--- src/rtl/shmcp_pkg.sv ---
// Shared definitions for the 4-bit microcoded processor: loader FSM states,
// flag bit positions, branch condition codes and the idle ALU opcode.
package shmcp_pkg;

  localparam int unsigned DATA_W = 4;
  localparam int unsigned OP_W   = 2;
  localparam int unsigned COND_W = 3;

  localparam int unsigned FLAG_Z = 0;
  localparam int unsigned FLAG_C = 1;
  localparam int unsigned FLAG_O = 2;
  localparam int unsigned FLAG_N = 3;

  typedef enum logic [1:0] {
    ST_IDLE  = 2'd0,
    ST_PART  = 2'd1,
    ST_READY = 2'd2,
    ST_EXEC  = 2'd3
  } ld_state_e;

  localparam logic [COND_W-1:0] COND_ALWAYS = 3'b000;
  localparam logic [COND_W-1:0] COND_Z      = 3'b001;
  localparam logic [COND_W-1:0] COND_NZ     = 3'b010;
  localparam logic [COND_W-1:0] COND_C      = 3'b011;
  localparam logic [COND_W-1:0] COND_NC     = 3'b100;
  localparam logic [COND_W-1:0] COND_N      = 3'b101;
  localparam logic [COND_W-1:0] COND_O      = 3'b110;
  localparam logic [COND_W-1:0] COND_NEVER  = 3'b111;

  localparam logic [OP_W-1:0] OP_IDLE = 2'b00;

endpackage

--- src/rtl/operand_loader_if.sv ---
// Microcode strobes, shared bus and loader results between the sequencer
// (master) and the operand loader (slave).
interface operand_loader_if;
  import shmcp_pkg::*;

  logic              rs_a;
  logic              rs_b;
  logic              rs_f;
  logic              exec;
  logic [OP_W-1:0]   alu_op;
  logic [COND_W-1:0] cond;
  logic [DATA_W-1:0] bus;

  logic [DATA_W-1:0] a_q;
  logic [DATA_W-1:0] b_q;
  logic [DATA_W-1:0] flags_q;
  logic [OP_W-1:0]   op_sel;
  logic              busy;
  logic              take;
  logic              err;

  modport master (
    output rs_a, rs_b, rs_f, exec, alu_op, cond, bus,
    input  a_q, b_q, flags_q, op_sel, busy, take, err
  );

  modport slave (
    input  rs_a, rs_b, rs_f, exec, alu_op, cond, bus,
    output a_q, b_q, flags_q, op_sel, busy, take, err
  );

endinterface

--- src/rtl/operand_loader_cond_eval.sv ---
// Combinational branch-condition evaluator over the Z/C/O/N flag nibble;
// shared with the microsequencer.
module cond_eval
  import shmcp_pkg::*;
(
  input  logic [DATA_W-1:0] flags,
  input  logic [COND_W-1:0] cond,
  output logic              take
);

  always_comb begin
    take = 1'b0;
    case (cond)
      COND_ALWAYS: take = 1'b1;
      COND_Z:      take = flags[FLAG_Z];
      COND_NZ:     take = ~flags[FLAG_Z];
      COND_C:      take = flags[FLAG_C];
      COND_NC:     take = ~flags[FLAG_C];
      COND_N:      take = flags[FLAG_N];
      COND_O:      take = flags[FLAG_O];
      COND_NEVER:  take = 1'b0;
      default:     take = 1'b0;
    endcase
  end

endmodule

--- src/rtl/operand_loader.sv ---
// Captures operands A/B and the flag nibble off the shared bus, issues a
// one-cycle op_sel pulse once both operands are held, and flags misuse.
module operand_loader
  import shmcp_pkg::*;
(
  input logic               clk,
  input logic               grst_n,
  input logic               lrst,
  operand_loader_if.slave   lb
);

  ld_state_e         state_q, state_d;
  logic              a_v_q, a_v_d;
  logic              b_v_q, b_v_d;
  logic [DATA_W-1:0] a_q, a_d;
  logic [DATA_W-1:0] b_q, b_d;
  logic [DATA_W-1:0] flags_q, flags_d;
  logic [OP_W-1:0]   op_sel_q, op_sel_d;
  logic              busy_q, busy_d;
  logic              err_q, err_d;
  logic              take_c;

  logic [1:0] n_strobe;
  logic       collide;
  logic       cap_a, cap_b, cap_f;
  logic       exec_ok;

  // A collision captures nothing; exec is still judged on its own.
  assign n_strobe = 2'(lb.rs_a) + 2'(lb.rs_b) + 2'(lb.rs_f);
  assign collide  = (n_strobe > 2'd1);
  assign cap_a    = lb.rs_a & ~collide;
  assign cap_b    = lb.rs_b & ~collide;
  assign cap_f    = lb.rs_f & ~collide;
  assign exec_ok  = lb.exec && (state_q == ST_READY) && (lb.alu_op != OP_IDLE);

  always_ff @(posedge clk or negedge grst_n) begin
    if (!grst_n) begin
      state_q <= ST_IDLE;
      a_v_q   <= 1'b0;
      b_v_q   <= 1'b0;
    end else if (lrst) begin
      state_q <= ST_IDLE;
      a_v_q   <= 1'b0;
      b_v_q   <= 1'b0;
    end else begin
      state_q <= state_d;
      a_v_q   <= a_v_d;
      b_v_q   <= b_v_d;
    end
  end

  // Leaving EXEC drops both valid bits; a strobe in that cycle starts the next pair.
  always_comb begin
    state_d = state_q;
    a_v_d   = a_v_q | cap_a;
    b_v_d   = b_v_q | cap_b;
    case (state_q)
      ST_EXEC: begin
        a_v_d   = cap_a;
        b_v_d   = cap_b;
        state_d = (cap_a || cap_b) ? ST_PART : ST_IDLE;
      end
      default: begin
        if (exec_ok) begin
          state_d = ST_EXEC;
        end else begin
          case ({a_v_d, b_v_d})
            2'b11:   state_d = ST_READY;
            2'b00:   state_d = ST_IDLE;
            default: state_d = ST_PART;
          endcase
        end
      end
    endcase
  end

  always_comb begin
    a_d      = a_q;
    b_d      = b_q;
    flags_d  = flags_q;
    op_sel_d = OP_IDLE;
    busy_d   = 1'b0;
    err_d    = err_q;
    if (cap_a) a_d     = lb.bus;
    if (cap_b) b_d     = lb.bus;
    if (cap_f) flags_d = lb.bus;
    if (exec_ok) begin
      op_sel_d = lb.alu_op;
      busy_d   = 1'b1;
    end
    if (collide || (lb.exec && !exec_ok)) err_d = 1'b1;
  end

  always_ff @(posedge clk or negedge grst_n) begin
    if (!grst_n) begin
      a_q      <= '0;
      b_q      <= '0;
      flags_q  <= '0;
      op_sel_q <= OP_IDLE;
      busy_q   <= 1'b0;
      err_q    <= 1'b0;
    end else if (lrst) begin
      a_q      <= '0;
      b_q      <= '0;
      flags_q  <= '0;
      op_sel_q <= OP_IDLE;
      busy_q   <= 1'b0;
      err_q    <= 1'b0;
    end else begin
      a_q      <= a_d;
      b_q      <= b_d;
      flags_q  <= flags_d;
      op_sel_q <= op_sel_d;
      busy_q   <= busy_d;
      err_q    <= err_d;
    end
  end

  cond_eval u_cond_eval (
    .flags (flags_q),
    .cond  (lb.cond),
    .take  (take_c)
  );

  assign lb.a_q     = a_q;
  assign lb.b_q     = b_q;
  assign lb.flags_q = flags_q;
  assign lb.op_sel  = op_sel_q;
  assign lb.busy    = busy_q;
  assign lb.err     = err_q;
  assign lb.take    = take_c;

endmodule
--- src/flat_wrapper.sv ---
// flat-port wrapper written by rule: the top's interface ports become plain ports
module operand_loader_flat import shmcp_pkg::*;
  (clk, grst_n, lrst, lb_rs_a, lb_rs_b, lb_rs_f, lb_exec, lb_alu_op, lb_cond, lb_bus, lb_a_q, lb_b_q, lb_flags_q, lb_op_sel, lb_busy, lb_take, lb_err);
  operand_loader_if lb_i ();
  input logic clk;
  input logic grst_n;
  input logic lrst;
  input wire logic [$bits(lb_i.rs_a)-1:0] lb_rs_a;
  input wire logic [$bits(lb_i.rs_b)-1:0] lb_rs_b;
  input wire logic [$bits(lb_i.rs_f)-1:0] lb_rs_f;
  input wire logic [$bits(lb_i.exec)-1:0] lb_exec;
  input wire logic [$bits(lb_i.alu_op)-1:0] lb_alu_op;
  input wire logic [$bits(lb_i.cond)-1:0] lb_cond;
  input wire logic [$bits(lb_i.bus)-1:0] lb_bus;
  output wire logic [$bits(lb_i.a_q)-1:0] lb_a_q;
  output wire logic [$bits(lb_i.b_q)-1:0] lb_b_q;
  output wire logic [$bits(lb_i.flags_q)-1:0] lb_flags_q;
  output wire logic [$bits(lb_i.op_sel)-1:0] lb_op_sel;
  output wire logic [$bits(lb_i.busy)-1:0] lb_busy;
  output wire logic [$bits(lb_i.take)-1:0] lb_take;
  output wire logic [$bits(lb_i.err)-1:0] lb_err;
  assign lb_i.rs_a = lb_rs_a;
  assign lb_i.rs_b = lb_rs_b;
  assign lb_i.rs_f = lb_rs_f;
  assign lb_i.exec = lb_exec;
  assign lb_i.alu_op = lb_alu_op;
  assign lb_i.cond = lb_cond;
  assign lb_i.bus = lb_bus;
  assign lb_a_q = lb_i.a_q;
  assign lb_b_q = lb_i.b_q;
  assign lb_flags_q = lb_i.flags_q;
  assign lb_op_sel = lb_i.op_sel;
  assign lb_busy = lb_i.busy;
  assign lb_take = lb_i.take;
  assign lb_err = lb_i.err;
  operand_loader u_core (.clk(clk), .grst_n(grst_n), .lrst(lrst), .lb(lb_i));
endmodule
--- config.mk ---
export PLATFORM = sky130hd
export DESIGN_NAME = operand_loader_flat
export DESIGN_NICKNAME = d
export VERILOG_FILES = /design/src/rtl/shmcp_pkg.sv /design/src/rtl/operand_loader_if.sv /design/src/rtl/operand_loader_cond_eval.sv /design/src/rtl/operand_loader.sv /design/src/flat_wrapper.sv
export SDC_FILE = /design/constraint.sdc
export NUM_CORES = 1
export LEC_CHECK = 0
export BUFFER_PORTS_ARGS = -buffer_cell sky130_fd_sc_hd__buf_4
export CORE_UTILIZATION = 35
export DETAILED_ROUTE_END_ITERATION = 8
export PLACE_DENSITY = 0.71
export SYNTH_ARGS = -nofsm -noshare
export SYNTH_HDL_FRONTEND = slang
export SYNTH_SLANG_ARGS = --single-unit
--- constraint.sdc ---
create_clock -name clk -period 1.4 [get_ports clk]
set_input_delay 0.07 -clock clk [delete_from_list [all_inputs] [get_ports clk]]
set_output_delay 0.07 -clock clk [all_outputs]
set_load 0.05 [all_outputs]
==> results.json, run 1 <==
{
  "synthTopCellsByCount": "dfrtp_1 (20), a21oi_1 (12), o21ai_0 (9), nand3_1 (8), nor2_1 (8)",
  "cts_buffers": 3,
  "synth_top_area_share_pct": 52.77,
  "avgRoutedWirePerCell_um": 13.44,
  "grt_pass1_wl_um": 3491,
  "tns_ps": -89.48,
  "antenna_left": 0,
  "routabilityCongestion": 0.7325,
  "ys_ff_latch": 20,
  "dp_slack_ps": -39.06,
  "clk_pin_slew_ps": 110,
  "setup_viol": 1,
  "min_period_over_period_pct": 106.4,
  "n_antenna_cell": 0,
  "routed_via_density": 5.210,
  "cts_tree": "built",
  "holdCritPathClass": "input port to register",
  "status": "finished with violations",
  "drc_errors": 0,
  "layout_setup_ws_ps": -89.48,
  "cts.sinks": 20,
  "yosysWarnings": 0,
  "htreeDepth": 1,
  "syn_nets": 110,
  "stdcell_count": 162,
  "clockRootBuffer": "clkbuf_4",
  "dp_hpwl_um": 1624,
  "ys_seq_area_share_pct": 52.77,
  "synth_area_um2": 948.4,
  "portBuffers": 32,
  "timing.fmax_mhz": 671.4,
  "max_cap_viol_count": 0,
  "grtUsageMet3_pct": 1.695,
  "io_pins": 33,
  "synth_most_common_cell": "dfrtp_1",
  "dp.cells": 154,
  "synth-edff-count": 0,
  "worst_clock_skew_ps": 1.835,
  "start_util_pct": 37.60,
  "peakVddDrop_uv": 586.8,
  "cp_data_required_time_ps": 1330,
  "fill_cells": 241,
  "async_flop_share_pct": 100.0,
  "syn_to_final_growth_pct": 46.17,
  "antenna_found_initial": 0,
  "hold_violations": 0,
  "finalPower_w": 0.001344,
  "worstMarginPinSlew_ps": 289.1,
  "grt_use_total_pct": 17.18,
  "relSlewSlack_pct": 80.65,
  "use_met2_pct": 30.66,
  "synth.distinct_cells": 29,
  "layout.nets": 151,
  "dpl-instance-area_um2": 1287,
  "clkLatencyLatePin_ps": 300,
  "drt_iter0_markers": 26,
  "route.vias.total": 844,
  "stdcell_area_um2": 1386,
  "powerDensity_nw_per_um2": 969.5,
  "routed_wl_um": 2178,
  "layout-drive-gt1-share_pct": 40.91,
  "startpoint_type": "register",
  "design.die.area_um2": 2922,
  "clk_path_buf_depth": 2,
  "crit_type": "register to output port",
  "use_met1_pct": 20.14,
  "drt_pass1_iterations": 4,
  "rsz0062_at_grt": "true",
  "endpoint_kind": "output port",
  "grt-ovfl-total": 0,
  "fp.coreArea_um2": 2522,
  "slew_viol_final": 0,
  "syn_area_per_cell_um2": 10.31,
  "synthFlopType": "dfrtp_1",
  "grt_pass1_vias": 790,
  "grt_start_max_net_pins": 21,
  "die-width_um": 54.06,
  "critical_path.max_fanout": 2,
  "fin_crit_ps": 1489,
  "die_y_um": 54.06,
  "synthCells": 92,
  "rows": 18,
  "synth_area_leader_cell": "dfrtp_1",
  "power_leakage_nw": 0.6474,
  "busiest_layer": "met2",
  "synth_area_leaders": "dfrtp_1 (53%), a21oi_1 (6.3%), mux2i_1 (5.3%), o21ai_0 (4.7%), nand3_1 (4.2%)",
  "arrival_ps": 1420,
  "violations": "setup timing"
}
## cell usage in the layout (no fill, tap or decap), types with 2 or more instances in the layout
| master | n |
|---|---|
| dfrtp_1 | 18 |
| clkbuf_4 | 3 |
| buf_4 | 36 |
| inv_1 | 4 |
| nor2_1 | 8 |
| dlygate4sd3_1 | 3 |
| ha_4 | 2 |
| a21oi_1 | 11 |
| o21ai_0 | 9 |
| nand3_1 | 8 |
| dfrtp_2 | 2 |
| mux2i_1 | 4 |
| and2_1 | 2 |
| nand2_1 | 2 |
## critical path, stage by stage (launching register included)
cell	delay, ps
dfrtp_2	410
nor2b_1	120
a211o_1	260
a31oi_4	150
buf_6	180
## power breakdown
part           leakage [nW]  internal (W)  total (W)  switching, W
Clock                0.0210      0.000159   0.000334      0.000176
Combinational         0.360      0.000157   0.000377      0.000220
Sequential            0.267      0.000611   0.000633     0.0000223
Total                 0.647      0.000926    0.00134      0.000418
## logic make-up (layout without fill, tap and decap cells)
group | after synthesis | after routing | synth area share, %
AO/OA/AOI/OAI | 30 | 30 | 18.60
buffers and inverters | 8 | 48 | 3.429
AND/OR/NAND/NOR | 27 | 27 | 17.28
flip-flops | 20 | 20 | 52.77
multiplexers | 5 | 5 | 5.277
adder cells (fa/ha/maj) | 2 | 2 | 2.638
## layer usage
layer / part of all wire, % / vias to the layer above
li1: - / 409
met3: 5.8 / 11
met4: 3.3 / 0
met1: 43 / 389
met2: 48 / 35
met5: 0 / -
## what timing repair did
item / in CTS / in global routing
endpoints found under the hold margin: 22 / 0
pin swaps: 1 / 1
gates resized for setup: 2 / 2
hold buffers: 3 / 0
endpoints found under the setup margin: 1 / 1
setup buffers: 1 / 0
## layout make-up
class                      count  area, µm²  share of cell area (%)
multi-input combinational     64      483.0                   34.84
clock buffer                   4      36.28                   2.617
inverter                       4      15.01                   1.083
tap                           30      37.54                   2.708
timing repair buffer          40      311.5                   22.47
sequential                    20      503.0                   36.28
## sequential cells by signal (all words and copies together) (netlist names)
name               count
u_core.lb.b_q          4
u_core.a_v_q           1
u_core.lb.flags_q      4
u_core.lb.err          1
u_core.lb.op_sel       2
u_core.b_v_q           1
u_core.state_q         2
u_core.lb.a_q          4
u_core.lb.busy         1
## metrics by stage
stage          hold slack (ps)  util, %
2_1_floorplan           -225.6        -
3_3_place_gp            -41.35    51.04
3_5_place_dp            -34.76    51.04
4_1_cts                  36.92    54.37
5_1_grt                  39.12    54.96
6_report                 38.11    54.96
## worst paths after layout
kind                                      start                    to  slack [ps]  cells past startpoint
max                        u_core.lb.flags_q[1]               lb_take         -90                      4
min                                   lb_bus[0]      u_core.lb.b_q[0]          40                      3
max reg2reg                        u_core.b_v_q     u_core.state_q[0]         160                      5
min reg2reg                        u_core.b_v_q          u_core.b_v_q         550                      2
max in group asynchronous                grst_n  u_core.lb.flags_q[2]        1020                      2
min in group asynchronous                grst_n      u_core.lb.b_q[2]         160                      2
(Power assumes the default switching activity.)
==> inputs of run 2 (changes only) <==
Settings changed: CORE_ASPECT_RATIO set to 1.25.
==> run 2 against run 1 <==
The flow still finishes with violations (setup timing). Sequential power hardly changed. Sequential share of layout area up 0.67 points. Via count grew 2.4%. Critical endpoint unchanged. Routed wire length shrank 0.51%. Clock skew shrank 1.5 ps. Sequential cell count did not move. Worst hold slack gained 18 ps. Design area fell by 1.8%. Utilization fell by 0.56 points. Die area barely moved. Critical path depth unchanged.
==> results.json, run 2 (synthesis gave the netlist of run 1 again) <==
{
  "status": "finished with violations",
  "violations": "setup timing",
  "setup_viol": 1,
  "syn_to_final_growth_pct": 43.54,
  "power_leakage_nw": 0.6373,
  "stdcell_area_um2": 1361,
  "hold_violations": 0,
  "use_met1_pct": 18.47,
  "grt_pass1_vias": 845,
  "final_core_util_pct": 54.40,
  "relSlewSlack_pct": 80.13,
  "cp_data_required_time_ps": 1330,
  "busiest_layer": "met2",
  "fill_cells": 224,
  "cts.sinks": 20,
  "startpoint": "u_core.lb.flags_q[1]",
  "drt_pass1_iterations": 6,
  "layout_setup_ws_ps": -75.30,
  "timing.fmax_mhz": 677.8,
  "multi_input_area_um2": 467.9,
  "routed_via_density": 5.268,
  "fin_crit_ps": 1475,
  "layout.nets": 151,
  "routabilityCongestion": 0.7275,
  "arrival_ps": 1410,
  "avgRoutedWirePerCell_um": 13.21,
  "regArea_um2": 503.0,
  "die_y_um": 60.20,
  "drt_iter0_markers": 15,
  "grtUsageMet3_pct": 3.053,
  "final_common_cell": "buf_4",
  "dpl-instance-area_um2": 1291,
  "grt_start_max_net_pins": 21,
  "rsz0062_at_grt": "true",
  "routed_wl_um": 2167,
  "io_pins": 33,
  "grt_use_total_pct": 16.74,
  "final_cell_mix": "buf_4 (36), dfrtp_1 (18), a21oi_1 (11)",
  "die-width_um": 48.56,
  "clkLatencyLatePin_ps": 280,
  "cts_buffers": 3,
  "clk_path_buf_depth": 2,
  "design.die.area_um2": 2923,
  "min_period_over_period_pct": 105.4,
  "startpoint_type": "register",
  "htreeDepth": 1,
  "grt-ovfl-total": 0,
  "use_met2_pct": 31.39,
  "grt_pass1_wl_um": 3705,
  "r2r_end": "u_core.state_q[0]",
  "route.vias.total": 864,
  "dp_hpwl_um": 1610,
  "portBuffers": 32,
  "critical_path.max_fanout": 2,
  "endpoint_kind": "output port",
  "slowest_delay_ps": 410,
  "hold_start": "lb_bus[0]",
  "n_antenna_cell": 0,
  "slew_viol_final": 0,
  "start_util_pct": 37.90,
  "antenna_left": 0,
  "reg2reg_from": "u_core.b_v_q",
  "drc_errors": 0,
  "clk_pin_slew_ps": 100,
  "crit_type": "register to output port",
  "critical_path.slowest_cell": "dfrtp_2",
  "reg_top3": "u_core.lb.a_q x4, u_core.lb.b_q x4, u_core.lb.flags_q x4",
  "layout-drive-gt1-share_pct": 39.69,
  "cts_tree": "built",
  "worst_clock_skew_ps": 0.3191,
  "crit_end": "lb_take",
  "fp.coreArea_um2": 2502,
  "worstRegToRegCells": 5,
  "dp_slack_ps": -68.93,
  "powerDensity_nw_per_um2": 926.3,
  "holdCritPathClass": "input port to register",
  "max_cap_viol_count": 0,
  "worstMarginPinSlew_ps": 297.0,
  "antenna_found_initial": 0,
  "peakVddDrop_uv": 596.6,
  "tns_ps": -75.30,
  "crit_chain": "nor2b_1, a211o_1, a31oi_4, buf_6",
  "clockRootBuffer": "clkbuf_4",
  "rows": 20,
  "r2r_slack_ps": 110
}
-- run 2: cell types whose count changed in the layout (fill, tap and decap cells not counted) --
| cell | change |
|---|---|
| mux2i_1 | +1 |
| a311oi_2 | +1 |
| mux2i_2 | -1 |
| clkbuf_8 | -1 |
| a311oi_4 | -1 |
-- run 2: layout make-up --
class | count | area share, %
Sequential cell | 20 | 36.95
Multi-Input combinational cell | 64 | 34.37
Timing Repair Buffer | 40 | 22.89
Tap cell | 33 | 3.033
Clock buffer | 3 | 1.654
Inverter | 4 | 1.103
-- run 2: worst min-delay path by stage --
stage                       endpoint  slack [ps]  cells after the start
global placement    u_core.lb.a_q[2]         -40                      1
CTS                 u_core.lb.b_q[1]          50                      3
global route        u_core.lb.b_q[3]          50                      3
finish              u_core.lb.b_q[0]          60                      3
floorplan               u_core.a_v_q        -230                      0
detailed placement  u_core.lb.b_q[2]         -40                      1
-- run 2: power breakdown --
group	switching, W	total (W)	leakage (nW)	internal, W
clock network	0.000156	0.000255	0.0138	0.0000997
registers	0.0000219	0.000632	0.267	0.000610
logic	0.000218	0.000373	0.357	0.000155
-- run 2: stage by stage --
| step | hold WS (ps) | power, W | std cells |
|---|---|---|---|
| global route | 53.16 | 0.001344 | 164 |
| CTS | 50.42 | 0.001277 | 164 |
| finish | 56.36 | 0.001261 | 164 |
| detailed placement | -36.45 | 0.001005 | 157 |
| global placement | -41.43 | 0.0009959 | 157 |
| floorplan | -225.6 | 0.0008709 | 92 |
-- run 2: worst max-delay path: cells and delay by family, from the launching register on --
family	cells	cell delay [ps]
buffers and inverters	1	180
flip-flops	1	410
AO/OA/AOI/OAI	2	420
AND/OR/NAND/NOR	1	120
-- run 2: routing by layer --
layer,part of all wire [%],vias to the layer above
met2,52,34
met1,40,418
li1,-,408
met3,5.4,4
met5,0,-
met4,2.4,0
-- run 2: timing repair --
item | in CTS | in global routing
setup endpoints to repair | 1 | 1
hold buffers | 3 | 0
endpoints found under the hold margin | 22 | 0
gates cloned | 0 | 0
resized for setup | 2 | 0
setup buffers | 1 | 0
pin swaps | 1 | 1
